==> src/rtl/pit_fib_port.sv <==
// PIT-to-FIB port: queues outgoing interests, tracks pending entries,
// and validates returned prefixes before streaming the payload bytes.
module pit_fib_port #(
  parameter int QDEPTH        = 4,
  parameter int PDEPTH        = 4,
  parameter int PAYLOAD_BYTES = 4
) (
  input  logic        clk,
  input  logic        rst,
  input  logic        req_valid,
  input  logic [63:0] req_prefix,
  input  logic [5:0]  req_len,
  output logic        req_ready,
  output logic [63:0] pit_in_prefix,
  output logic [5:0]  pit_in_len,
  output logic        fib_out_bit,
  input  logic        prefix_ready,
  input  logic [63:0] pit_out_prefix,
  input  logic [5:0]  pit_out_len,
  input  logic [7:0]  out_data,
  output logic        start_send_to_pit,
  output logic        rejected,
  output logic [7:0]  data_out,
  output logic        data_valid,
  output logic        data_last,
  output logic [7:0]  reject_cnt
);

  localparam int QW = (QDEPTH > 1) ? $clog2(QDEPTH) : 1;
  localparam int CW = $clog2(QDEPTH + 1);
  localparam int SW = (PDEPTH > 1) ? $clog2(PDEPTH) : 1;
  localparam int BW = (PAYLOAD_BYTES > 1) ? $clog2(PAYLOAD_BYTES) : 1;

  typedef enum logic [1:0] {
    R_IDLE,
    R_DECIDE,
    R_RECV
  } rx_state_t;

  logic [63:0]      q_prefix [QDEPTH];
  logic [5:0]       q_len    [QDEPTH];
  logic [QW-1:0]    wr_ptr;
  logic [QW-1:0]    rd_ptr;
  logic [CW-1:0]    q_count;
  logic             q_empty;
  logic             q_full;
  logic             push;
  logic             pop;
  logic             issue;
  logic [63:0]      head_prefix;
  logic [5:0]       head_len;

  logic [63:0]      p_prefix [PDEPTH];
  logic [5:0]       p_len    [PDEPTH];
  logic [PDEPTH-1:0] p_valid;
  logic             head_hit;
  logic             free_ok;
  logic [SW-1:0]    free_idx;

  rx_state_t        state;
  rx_state_t        state_nx;
  logic [63:0]      rx_prefix;
  logic [5:0]       rx_len;
  logic             rx_hit;
  logic [SW-1:0]    rx_idx;
  logic [SW-1:0]    m_idx;
  logic [BW-1:0]    bcnt;
  logic             last_byte;
  logic             start_d;
  logic             rej_d;
  logic             sample;
  logic             free_d;

  function automatic logic [QW-1:0] q_next(input logic [QW-1:0] p);
    return (p == QW'(QDEPTH - 1)) ? '0 : p + 1'b1;
  endfunction

  assign q_empty     = (q_count == '0);
  assign q_full      = (q_count == CW'(QDEPTH));
  assign req_ready   = ~rst & ~q_full;
  assign push        = req_valid & req_ready;
  assign head_prefix = q_prefix[rd_ptr];
  assign head_len    = q_len[rd_ptr];

  // Downward scan so the lowest free slot wins.
  always_comb begin
    head_hit = 1'b0;
    free_ok  = 1'b0;
    free_idx = '0;
    rx_hit   = 1'b0;
    rx_idx   = '0;
    for (int i = PDEPTH - 1; i >= 0; i--) begin
      if (!p_valid[i]) begin
        free_ok  = 1'b1;
        free_idx = SW'(i);
      end
      if (p_valid[i] && p_prefix[i] == head_prefix && p_len[i] == head_len)
        head_hit = 1'b1;
      if (p_valid[i] && p_prefix[i] == rx_prefix && p_len[i] == rx_len) begin
        rx_hit = 1'b1;
        rx_idx = SW'(i);
      end
    end
  end

  assign issue = ~q_empty & ~head_hit & free_ok & ~fib_out_bit;
  assign pop   = ~q_empty & (head_hit | issue);

  always_ff @(posedge clk) begin
    if (push) begin
      q_prefix[wr_ptr] <= req_prefix;
      q_len[wr_ptr]    <= req_len;
    end
    if (issue) begin
      p_prefix[free_idx] <= head_prefix;
      p_len[free_idx]    <= head_len;
    end
  end

  always_ff @(posedge clk or posedge rst) begin
    if (rst) begin
      wr_ptr        <= '0;
      rd_ptr        <= '0;
      q_count       <= '0;
      p_valid       <= '0;
      fib_out_bit   <= 1'b0;
      pit_in_prefix <= '0;
      pit_in_len    <= '0;
    end else begin
      if (push) wr_ptr <= q_next(wr_ptr);
      if (pop)  rd_ptr <= q_next(rd_ptr);
      if (push && !pop)      q_count <= q_count + 1'b1;
      else if (!push && pop) q_count <= q_count - 1'b1;
      fib_out_bit <= issue;
      if (issue) begin
        pit_in_prefix     <= head_prefix;
        pit_in_len        <= head_len;
        p_valid[free_idx] <= 1'b1;
      end
      if (free_d) p_valid[m_idx] <= 1'b0;
    end
  end

  assign last_byte = (bcnt == BW'(PAYLOAD_BYTES - 1));

  always_ff @(posedge clk or posedge rst) begin
    if (rst) state <= R_IDLE;
    else     state <= state_nx;
  end

  always_comb begin
    state_nx = state;
    case (state)
      R_IDLE:   if (prefix_ready) state_nx = R_DECIDE;
      R_DECIDE: state_nx = rx_hit ? R_RECV : R_IDLE;
      R_RECV:   if (last_byte) state_nx = R_IDLE;
      default:  state_nx = R_IDLE;
    endcase
  end

  always_comb begin
    start_d = (state == R_DECIDE) & rx_hit;
    rej_d   = (state == R_DECIDE) & ~rx_hit;
    sample  = (state == R_RECV);
    free_d  = sample & last_byte;
  end

  always_ff @(posedge clk or posedge rst) begin
    if (rst) begin
      rx_prefix         <= '0;
      rx_len            <= '0;
      m_idx             <= '0;
      bcnt              <= '0;
      start_send_to_pit <= 1'b0;
      rejected          <= 1'b0;
      reject_cnt        <= '0;
      data_out          <= '0;
      data_valid        <= 1'b0;
      data_last         <= 1'b0;
    end else begin
      if (state == R_IDLE && prefix_ready) begin
        rx_prefix <= pit_out_prefix;
        rx_len    <= pit_out_len;
      end
      if (state == R_DECIDE) begin
        m_idx <= rx_idx;
        bcnt  <= '0;
      end
      if (sample) begin
        bcnt     <= bcnt + 1'b1;
        data_out <= out_data;
      end
      start_send_to_pit <= start_d;
      rejected          <= rej_d;
      data_valid        <= sample;
      data_last         <= free_d;
      if (rej_d && reject_cnt != 8'hFF) reject_cnt <= reject_cnt + 1'b1;
    end
  end

endmodule

==> config.mk <==
export PLATFORM = sky130hd
export DESIGN_NAME = pit_fib_port
export DESIGN_NICKNAME = d
export VERILOG_FILES = /design/src/rtl/pit_fib_port.sv
export SDC_FILE = /design/constraint.sdc
export NUM_CORES = 1
export LEC_CHECK = 0
export BUFFER_PORTS_ARGS = -buffer_cell sky130_fd_sc_hd__buf_2
export CAP_MARGIN = 20
export CELL_PAD_IN_SITES_DETAIL_PLACEMENT = 0
export CELL_PAD_IN_SITES_GLOBAL_PLACEMENT = 2
export CORE_MARGIN = 3
export CORE_UTILIZATION = 25
export CTS_BUF_LIST = sky130_fd_sc_hd__clkbuf_8
export DETAILED_ROUTE_END_ITERATION = 8
export PLACE_DENSITY = 0.61
export REMOVE_ABC_BUFFERS = 1
export SETUP_SLACK_MARGIN = 0.1
export SYNTH_ARGS = -nofsm -noshare
export SYNTH_HDL_FRONTEND = slang
export SYNTH_SLANG_ARGS = --single-unit
==> constraint.sdc <==
create_clock -name clk -period 8.6 [get_ports clk]
set_clock_uncertainty 0.15 [all_clocks]
set_input_delay 1.29 -clock clk [delete_from_list [all_inputs] [get_ports clk]]
set_output_delay 1.29 -clock clk [all_outputs]
set_load 0.01 [all_outputs]
After elaboration in Yosys (flattened, before gate mapping)
Memory sizes are Yosys's and may differ from the RTL's.
Index checks and enable logic that the tools add are counted.
{ "totals": {"ff_bits": 178, "latchBits": 0, "ram_bits": 560, "mem_bits_ro": 0, "input_bits": 152, "out_inout_bits": 92, "elab_cells": 145, "memories": 4} }
{ "memory_table": {"columns": ["name", "words", "word_bits", "rd", "rd_clocked_by_memory_dff", "write_ports", "line_no", "source"], "rows": [
  ["p_prefix", 4, 64, 4, 0, 1, "53", "logic [63:0] p_prefix [PDEPTH];"],
  ["q_prefix", 4, 64, 1, 0, 1, "40", "logic [63:0] q_prefix [QDEPTH];"],
  ["p_len", 4, 6, 4, 0, 1, "54", "logic [5:0] p_len [PDEPTH];"],
  ["q_len", 4, 6, 1, 0, 1, "41", "logic [5:0] q_len [QDEPTH];"]
]} }
{ "op_classes": {"addsub": 6, "multipliers": 0, "n_div": 0, "n_lt_le_gt_ge": 4, "n_eq_ne": 25, "shift": 0, "n_mux": 40, "n_bitwise": 19, "reduce_logical": 29} }
{ "ops": {"columns": ["op", "count"], "rows": [
  ["== test 64 bit", 8],
  ["== test 6 bit", 8],
  ["2-to-1 mux 2 bit", 15],
  ["logical AND 1 bit", 22],
  ["2-to-1 mux 1 bit", 18],
  ["bitwise AND 1 bit", 9],
  ["adder 8 x 1 -> 8 bit (second input constant)", 1],
  ["== test 2 bit (second input constant)", 4],
  ["2-to-1 mux 4 bit", 2],
  ["!= test 8 bit (second input constant)", 1],
  ["adder 2 x 1 -> 2 bit (second input constant)", 3],
  ["less-than comparator 2 x 3 -> 1 bit (second input constant)", 2],
  ["2-to-1 mux 3 bit", 2],
  ["NOT 1 bit", 6],
  ["one-hot mux 2 bit (3 select lines)", 1],
  ["bitwise AND 4 bit", 1],
  ["demux 1 bit (select 2 bit)", 2],
  ["greater-or-equal comparator 2 x 1 -> 1 bit (second input constant)", 2],
  ["!= test 2 bit (second input constant)", 2],
  ["NOT 4 bit", 1],
  ["OR 4 bit", 1],
  ["nonzero test 2 bit", 2],
  ["adder 3 x 1 -> 3 bit (second input constant)", 1],
  ["== test 3 bit (second input constant)", 1],
  ["other kinds (7)", 8]
]} }

Longest topological paths before layout
Gate-level depths: netlist (run 1).
An unclocked memory read counts as a cell.
{ "logic_depth": {"depth_word": 17, "mapped_depth": 22, "ltp_nobuf": 17} }

Least setup slack after synthesis (run 1)
No wires, ideal clock.
{ "synth_path": {"path_kind": "register to register", "startpoint": "reg rd_ptr[0]", "endpoint": "mem p_len[1][0], enable pin", "setup_time_ns": 0.585, "arrival_time_ns": 8.028, "required_time_ns": 7.865, "slack_ns": -0.163, "stages_incl_launch_ff": 16, "path_buffers": 7, "period_less_slack_ns": 8.763, "cell_sequence": "dfrtp_1 -> buf_6 -> buf_8 -> buf_6 -> buf_6 -> mux4_2 -> o221a_1 -> o2111ai_1 -> nor4_1 -> and4_1 -> nor4_2 -> or3b_1 -> buf_6 -> buf_12 -> buf_6 -> nor3_1"} }
{ "synth_via": {"elab_chain_len": 14, "word_cells_on_any_way": 28, "classes_between": "eq/ne (8); mux (6); bitwise (4); reduce/logical (8); memory (2)"} }
{ "synth_rtl": {"columns": ["item", "line_no", "source"], "rows": [
  ["from (decl)", "43", "logic [QW-1:0] rd_ptr;"],
  ["from (signal assigned)", "131", "if (pop) rd_ptr <= q_next(rd_ptr);"],
  ["memory (4 x 64 bit) (*)", null, null],
  ["via head_prefix[37]", "50", "logic [63:0] head_prefix;"],
  ["== test 64 bit", "97", "if (p_valid[i] && p_prefix[i] == head_prefix && p_len[i] == head_len)"],
  ["logical AND 1 bit (2 in series)", "97", null],
  ["2-to-1 mux 1 bit (3 in series)", "97", null],
  ["2-to-1 mux 1 bit (*)", "97", null],
  ["NOT 1 bit (*)", "106", "assign issue = ~q_empty & ~head_hit & free_ok & ~fib_out_bit;"],
  ["bitwise AND 1 bit (*) (3 in series)", "106", null],
  ["2-to-1 mux 1 bit (*)", "114", "if (issue) begin"],
  ["2-to-1 mux 1 bit (not written as such) (*)", "116", "p_len[free_idx] <= head_len;"],
  ["to (decl)", "54", null]
]} }
Mark *: on every way through the listed nets, which the timed path passes. The rest lies on a longest branch.

Worst setup path after layout (run 1)
{ "layout_path": {"startpoint": "reg rd_ptr[1]", "endpoint": "mem p_prefix[2][43], enable pin"} }
{ "layout_via": {"elab_chain_len": 14, "word_cells_on_any_way": 28, "classes_between": "eq/ne (8); mux (6); bitwise (4); reduce/logical (8); memory (2)"} }
{ "layout_rtl": {"columns": ["item", "line_no", "source"], "rows": [
  ["memory (4 x 64 bit) (*)", null, null],
  ["via head_prefix[49]", "50", null],
  ["== test 64 bit", "97", null],
  ["logical AND 1 bit (2 in series)", "97", null],
  ["2-to-1 mux 1 bit (3 in series)", "97", null],
  ["2-to-1 mux 1 bit (*)", "97", null],
  ["NOT 1 bit (*)", "106", null],
  ["bitwise AND 1 bit (*) (3 in series)", "106", null],
  ["2-to-1 mux 1 bit (*)", "114", null],
  ["2-to-1 mux 1 bit (not written as such) (*)", "115", "p_prefix[free_idx] <= head_prefix;"],
  ["to (decl)", "53", null]
]} }
Marks and branches as above.

==> metrics.yaml, run 1 <==
grt:
  grt-ovfl-total: 0
  antenna_found_initial: 14
  grt_pass1_vias: 23400
  grt_pass1_wl_um: 210000
  grt_max_degree: 89
  grt_use_total_pct: 21.9
critical_path:
  cp_max_fo: 69
  cp.required_ns: 8.94
  start_kind: "flip-flop"
  cp_cell_sequence: "buf_12 -> mux2i_1 -> mux2i_1 -> xor2_1 -> or4_1 -> nor4_1 -> nor4_2 -> or3b_4 -> buf_4 -> nor3_2 -> buf_4"
  crit_slowest_cell: "mux2i_1"
  crit_type: "flip-flop to flip-flop"
  worst-path-buf-inv: 3
  worstPathArrival_ns: 7.37
  critPathTopFamily: "simple AND/OR/NAND/NOR gates"
  end_kind: "flip-flop"
  critical_path.max_stage_delay_ns: 0.95
timing:
  fin_crit_ns: 7.03
  fin_crit_sh_pct: 81.8
  hold_viol_final: 0
  clock.fmax_mhz: 142
  holdWs_ns: 0.346
  setup_slack_ns: 1.57
  rsz0062_at_grt: "false"
  setup_viol: 0
  tightest_slew_ns: 1.23
  tns_ns: 0
  maxSlewViolCount: 0
  slew-limit-headroom_pct: 17.5
yosys:
  synth-seq-area-share_pct: 61.2
  ys_types: 73
  syn_area_sq_um: 34800
  synth-edff-count: 560
  yosys_warnings: 0
  synth.ff_latch_count: 738
  syn_avg_cell_area_sq_um: 14.6
  async_flop_share_pct: 24.1
  yosysTopAreaCellShare_pct: 48.4
  yosysTopAreaCell: "edfxtp_1"
  synth_area_leaders: "edfxtp_1, dfrtp_1, xnor2_1"
  yosys_most_used_dff: "edfxtp_1"
  synthCells: 2380
drt:
  drtIter0Drc: 2539
  drtAntennaViolNets: 0
  routed-via-count: 23100
  drt-pass1-iter-count: 5
  wirelength_um: 158000
  viasPerCell: 5.05
  avgRoutedWirePerCell_um: 34.6
  drcViolationCount: 0
worst_hold_path:
  hold_class: "flip-flop to flip-flop"
placement:
  place_inst: 4314
  place_ws_ns: 1.81
  place_congestion: 1.01
  numPortBuffers: 243
  hpwl_um: 121000
pwr:
  p_per_area_nw_per_um2: 380
  p_leak_uw: 0.0148
  p_sw_share_pct: 43.1
  pwr-share-comb_pct: 39.0
  p_switching_uw: 6670
  clkPwrFrac_pct: 23.3
  p_total_uw: 15500
  ir_worst_vdd_v: 0.000159
  p_seq_share_pct: 37.7
  p_int_uw: 8810
floorplan:
  io-pin-count: 244
  die_h_um: 379
  die_x_um: 379
  initial_core_util_pct: 25.2
  row_count: 136
  die_area_sq_um: 144000
  core_area_sq_um: 138000
job:
  maxCapViolCount: 0
finish:
  fin_cells: 4582
  fillCellCount: 14000
  fin_nets: 2829
  layout-drive-gt1-share_pct: 26.4
  multi_input_area_sq_um: 12200
  ff_latch_area_sq_um: 21300
  area_growth_pct: 17.2
clock_tree:
  post_cts_buffers: 0
  cts-root-buf: "clkbuf_8"
  htree_levels: 4
  cts_tree: "yes"
  ctsResizeCount: 0
  clk_latency_ns: 0.90
  cts_buffers: 143
  clk_pin_slew_ns: 0.07
  clock-sinks: 738
  postCtsHoldBufs: 0
  cts_max_path_buffers: 3
run_status:
  status: "completed"
[cells in the final DEF, fill, tap and decap left out, types with 38 or more instances in the layout]
cell type	Yosys	layout
edfxtp_1	560	560
buf_2	20	243
xnor2_1	241	241
inv_1	132	178
dfrtp_1	178	176
clkbuf_8	0	166
xor2_1	144	144
mux2_2	136	136
mux2i_1	100	100
nand4_1	69	69
nor4_1	69	68
mux4_2	64	64
o22ai_1	46	46
nand2b_1	43	43
nand2_1	39	38
[worst paths after layout]
kind                                            start                        end  slack [ns]  depth (start not counted)
worst min-delay path             m_idx[0]$_DFFE_PP0P_       p_valid[1]$_DFF_PP0_        0.35                          1
max in group asynchronous                         rst  rx_prefix[41]$_DFFE_PP0P_        6.61                          3
min in group asynchronous                         rst      wr_ptr[0]$_DFFE_PP0P_        0.38                          2
worst max register to register  rd_ptr[1]$_DFFE_PP0P_  p_prefix[2][43]$_DFFE_PP_        1.57                         11
worst min register to register   m_idx[0]$_DFFE_PP0P_       p_valid[1]$_DFF_PP0_        0.35                          1
worst max-delay path            rd_ptr[1]$_DFFE_PP0P_  p_prefix[2][43]$_DFFE_PP_        1.57                         11
[registers in the layout, indices dropped and copies added, names as in the netlist, 2 cells and up]
name,flops
pit_in_len,6
p_len,24
p_valid,4
rd_ptr,2
p_prefix,256
q_count,3
pit_in_prefix,64
rx_len,6
data_out,8
reject_cnt,8
q_len,24
bcnt,2
m_idx,2
rx_prefix,64
state,2
wr_ptr,2
q_prefix,256
[synth_stat cells, types with 11 or more instances]
| cell type | count |
|---|---|
| a21oi_1 | 22 |
| dfrtp_1 | 178 |
| nor2_1 | 33 |
| xor2_1 | 144 |
| o22ai_1 | 46 |
| o21ai_0 | 25 |
| edfxtp_1 | 560 |
| nand3_1 | 19 |
| a221oi_1 | 12 |
| clkbuf_1 | 70 |
| a22oi_1 | 14 |
| mux4_2 | 64 |
| nor3_1 | 27 |
| nor2b_1 | 29 |
| o2111ai_1 | 23 |
| o221ai_1 | 11 |
| ha_1 | 11 |
| nand2b_1 | 43 |
| inv_1 | 132 |
| nand4_1 | 69 |
| mux2_4 | 34 |
| xnor2_1 | 241 |
| buf_2 | 20 |
| and3_1 | 12 |
| mux2i_1 | 100 |
| o2bb2ai_1 | 20 |
| buf_6 | 13 |
| nor4_1 | 69 |
| a22o_1 | 17 |
| mux2_2 | 136 |
| buf_4 | 21 |
| or4_1 | 11 |
| nand2_1 | 39 |
[power by group through the flow]
stage	combinational (uW)	sequential, uW	clock, uW
2_1_floorplan	3280	5590	0
3_3_place_gp	6020	5910	0
3_5_place_dp	5970	5900	0
4_1_cts	6000	5840	3710
5_1_grt	6240	5870	3870
6_report	6050	5830	3610
[metal layers]
layer  part of all wire [%]  track usage (%)  vias up
met5                  0.045                0        -
met4                    5.5             11.2       12
met3                    7.0             4.87      306
met2                     46             34.3     1170
met1                     42             28.3    12000
li1                       -                -     9610
[kinds of logic after synthesis]
| logic type | share of synthesized area [%] |
|---|---|
| flip-flops | 61.2 |
| XOR/XNOR | 9.70 |
| adder cells (fa/ha/maj) | 0.454 |
| AO/OA/AOI/OAI | 5.66 |
| multiplexers | 12.9 |
| buffers and inverters | 3.73 |
| AND/OR/NAND/NOR | 6.30 |
[per-stage QoR]
stage	util (%)	area [sq um]
after floorplan	-	34000
after global placement	27.4	37800
after detailed placement	27.4	37800
after CTS	29.5	40700
after global routing	29.5	40700
final	29.6	40700
[final cells by class]
class	instances	share of cell area, %
tap	1794	5.51
clock inverter	97	1.50
sequential	738	52.2
multi-input combinational	1371	30.1
clock buffer	166	5.61
inverter	133	1.25
antenna	5	0.0307
timing repair buffer	278	3.81
(Power assumes the default switching activity.)
==> run 2: changes to the inputs <==
- clock period: 8.6 -> 5.72 ns (I/O delays scaled with it)
==> run 2 against run 1 <==
Global-route usage is 0.58 points higher; highest routed layer unchanged; largest power group unchanged; core utilization is 2.0 points higher; non-clock buffer count is 292 higher.
==> metrics.yaml, run 2 (same netlist as run 1, synthesis figures left out) <==
critical_path:
  critPathTopFamily: "simple AND/OR/NAND/NOR gates"
  crit_type: "flip-flop to flip-flop"
  cp-startpoint: "rd_ptr[1]$_DFFE_PP0P_"
  worstPathArrival_ns: 6.02  # -1.35 ns
  rr_startpoint: "rd_ptr[1]$_DFFE_PP0P_"
  critical_path.max_stage_delay_ns: 0.78  # -0.17 ns
  worst-path-buf-inv: 5  # +2
  ff2ff_path_depth: 14  # +3
  cp.depth: 14  # +3
  start_kind: "flip-flop"
  cp_cell_sequence: "buf_12 -> mux4_2 -> xnor2_2 -> nand4_1 -> or4_1 -> a2111oi_0 -> buf_4 -> and4_1 -> nor4_2 -> buf_4 -> or3b_4 -> buf_12 -> buf_4 -> mux2_2"
  cp.required_ns: 6.30  # -2.64 ns
  cp_max_fo: 32  # -54%
  end_kind: "flip-flop"
  crit_slowest_cell: "or4_1"
  crit_path_frequent_cell: "buf_4"
timing:
  hold_viol_final: 0  # unchanged
  fin_crit_ns: 5.43  # -1.60 ns
  fin_crit_sh_pct: 95.0  # +13 points
  setup_viol: 0  # unchanged
  clock.fmax_mhz: 184  # +29%
  rsz0062_at_grt: "false"
  slew-limit-headroom_pct: 26.6  # +9.1 points
  tightest_slew_ns: 1.09  # -0.136 ns
  maxSlewViolCount: 0  # unchanged
placement:
  place_congestion: 1.02  # +0.82%
  hpwl_um: 128000  # +5.3%
  place_inst: 4484  # +3.9%
  numPortBuffers: 243  # unchanged
  place_area_sq_um: 39300  # +4.0%
finish:
  fin_nets: 3121  # +10%
  fillCellCount: 13900  # -0.14%
  area_growth_pct: 25.2
  layout-drive-gt1-share_pct: 29.7  # +3.3 points
  fin_util_pct: 31.6  # +2.0 points
  final_common_cell: "edfxtp_1"
  fin_cells: 4875  # +6.4%
  reg_top3: "p_prefix x256, q_prefix x256"
  fin_area_sq_um: 43500  # +6.8%
  layout_common_cells: "edfxtp_1, buf_2, xnor2_1"
clock_tree:
  cts_max_path_buffers: 3  # unchanged
  cts_tree: "yes"
  clk_latency_ns: 0.89  # about the same
  cts_buffers: 143  # unchanged
  htree_levels: 4  # unchanged
  cts-root-buf: "clkbuf_8"
  clk_pin_slew_ns: 0.06  # about the same
  clock-sinks: 738  # unchanged
floorplan:
  die_h_um: 379  # unchanged
  die_area_sq_um: 144000  # unchanged
  core_area_sq_um: 138000  # unchanged
  row_count: 136  # unchanged
  initial_core_util_pct: 25.2  # unchanged
  die_x_um: 379  # unchanged
  io-pin-count: 244  # unchanged
grt:
  grt_use_total_pct: 22.5  # +0.58 points
  grt-ovfl-total: 0  # unchanged
  antenna_found_initial: 13  # -1
  grt_pass1_wl_um: 217000  # +3.5%
  grt_max_degree: 107  # +20%
  grt_pass1_vias: 24800  # +6.1%
pwr:
  p_per_area_nw_per_um2: 561  # +48%
  p_switching_uw: 10500  # +57%
  pwr-share-comb_pct: 42.8  # +3.8 points
  clkPwrFrac_pct: 21.9  # -1.4 points
  p_int_uw: 13900  # +58%
  p_leak_uw: 0.0162  # +9.6%
  ir_worst_vdd_v: 0.000230  # +45%
  p_sw_share_pct: 42.9  # -0.16 points
  p_seq_share_pct: 35.3  # -2.4 points
drt:
  avgRoutedWirePerCell_um: 33.4  # -3.5%
  routed-via-count: 24400  # +5.6%
  viasPerCell: 5.01  # -0.72%
  drtIter0Drc: 2375  # -6.5%
  drt-pass1-iter-count: 6  # +1
  wirelength_um: 163000  # +2.6%
  drtAntennaViolNets: 0  # unchanged
  drcViolationCount: 0  # unchanged
worst_hold_path:
  hold_class: "input pin to asynchronous set/reset pin"
run_status:
  status: "completed"
job:
  maxCapViolCount: 0  # unchanged
[run 2: changes by cell type in the layout (fill, tap and decap cells not counted), sizes merged]
cell         before  now
clkinvlp          9    4
bufinv            6    3
buf             278  453
inv             186  178
dlygate4sd3       0  117
clkinv           29   48
clkbuf          166  164
[run 2: power groups by stage]
stage	logic (uW)	clock network, uW	registers (uW)
after global routing	10800	5740	8660
after global placement	10200	0	8770
final	10400	5340	8610
after detailed placement	10100	0	8760
after floorplan	4940	0	8410
after CTS	10300	5490	8650
[run 2: worst paths after layout]
kind | endpoint | slack [ns]
setup reg to reg | pit_in_prefix[46]$_DFFE_PP0P_ | 0.29
min in group clk | rx_prefix[46]$_DFFE_PP0P_ | 0.09
setup / recovery | pit_in_prefix[46]$_DFFE_PP0P_ | 0.29
max in group asynchronous | pit_in_prefix[5]$_DFFE_PP0P_ | 4.38
hold reg to reg | p_valid[1]$_DFF_PP0_ | 0.34
hold / removal | wr_ptr[0]$_DFFE_PP0P_ | 0.05
[run 2: layout make-up]
class                           count  area (sq um)  area share [%]
Clock buffer                      164          2260            5.19
Clock inverter                    100           633            1.46
Tap cell                         1794          2240            5.16
Inverter                          133           509            1.17
Sequential cell                   738         21300            48.9
Antenna cell                        5          12.5          0.0288
Multi-Input combinational cell   1371         12300            28.2
Timing Repair Buffer              570          4310            9.91
[run 2: through the flow]
stage | worst slack (ns) | TNS (ns) | power, uW | hold slack [ns]
CTS | 0.143 | 0 | 24400 | 0.000687
detailed placement | -0.0785 | -2.68 | 18900 | 0.328
global placement | -0.401 | -44.46 | 19000 | 0.334
finish | 0.287 | 0 | 24400 | 0.0474
global route | 0.239 | 0 | 25200 | 0.0283
floorplan | -8.54 | -2509.04 | 13300 | 0.297
[run 2: per-layer routing]
layer / vias to the layer above / part of all wire (%) / global-route usage, %
met5: - / 0.018 / 0
met4: 4 / 5.2 / 10.9
met3: 302 / 6.3 / 4.17
met2: 1141 / 46 / 35.8
met1: 12800 / 42 / 29.4
li1: 10200 / - / -
[run 2: timing repair]
| item | in CTS | in global routing |
|---|---|---|
| setup endpoints to repair | 71 | 68 |
| hold endpoints to repair | 308 | 0 |
| buffers inserted | 1 | 4 |
| hold buffers | 117 | 0 |
| resized for setup | 1 | 2 |
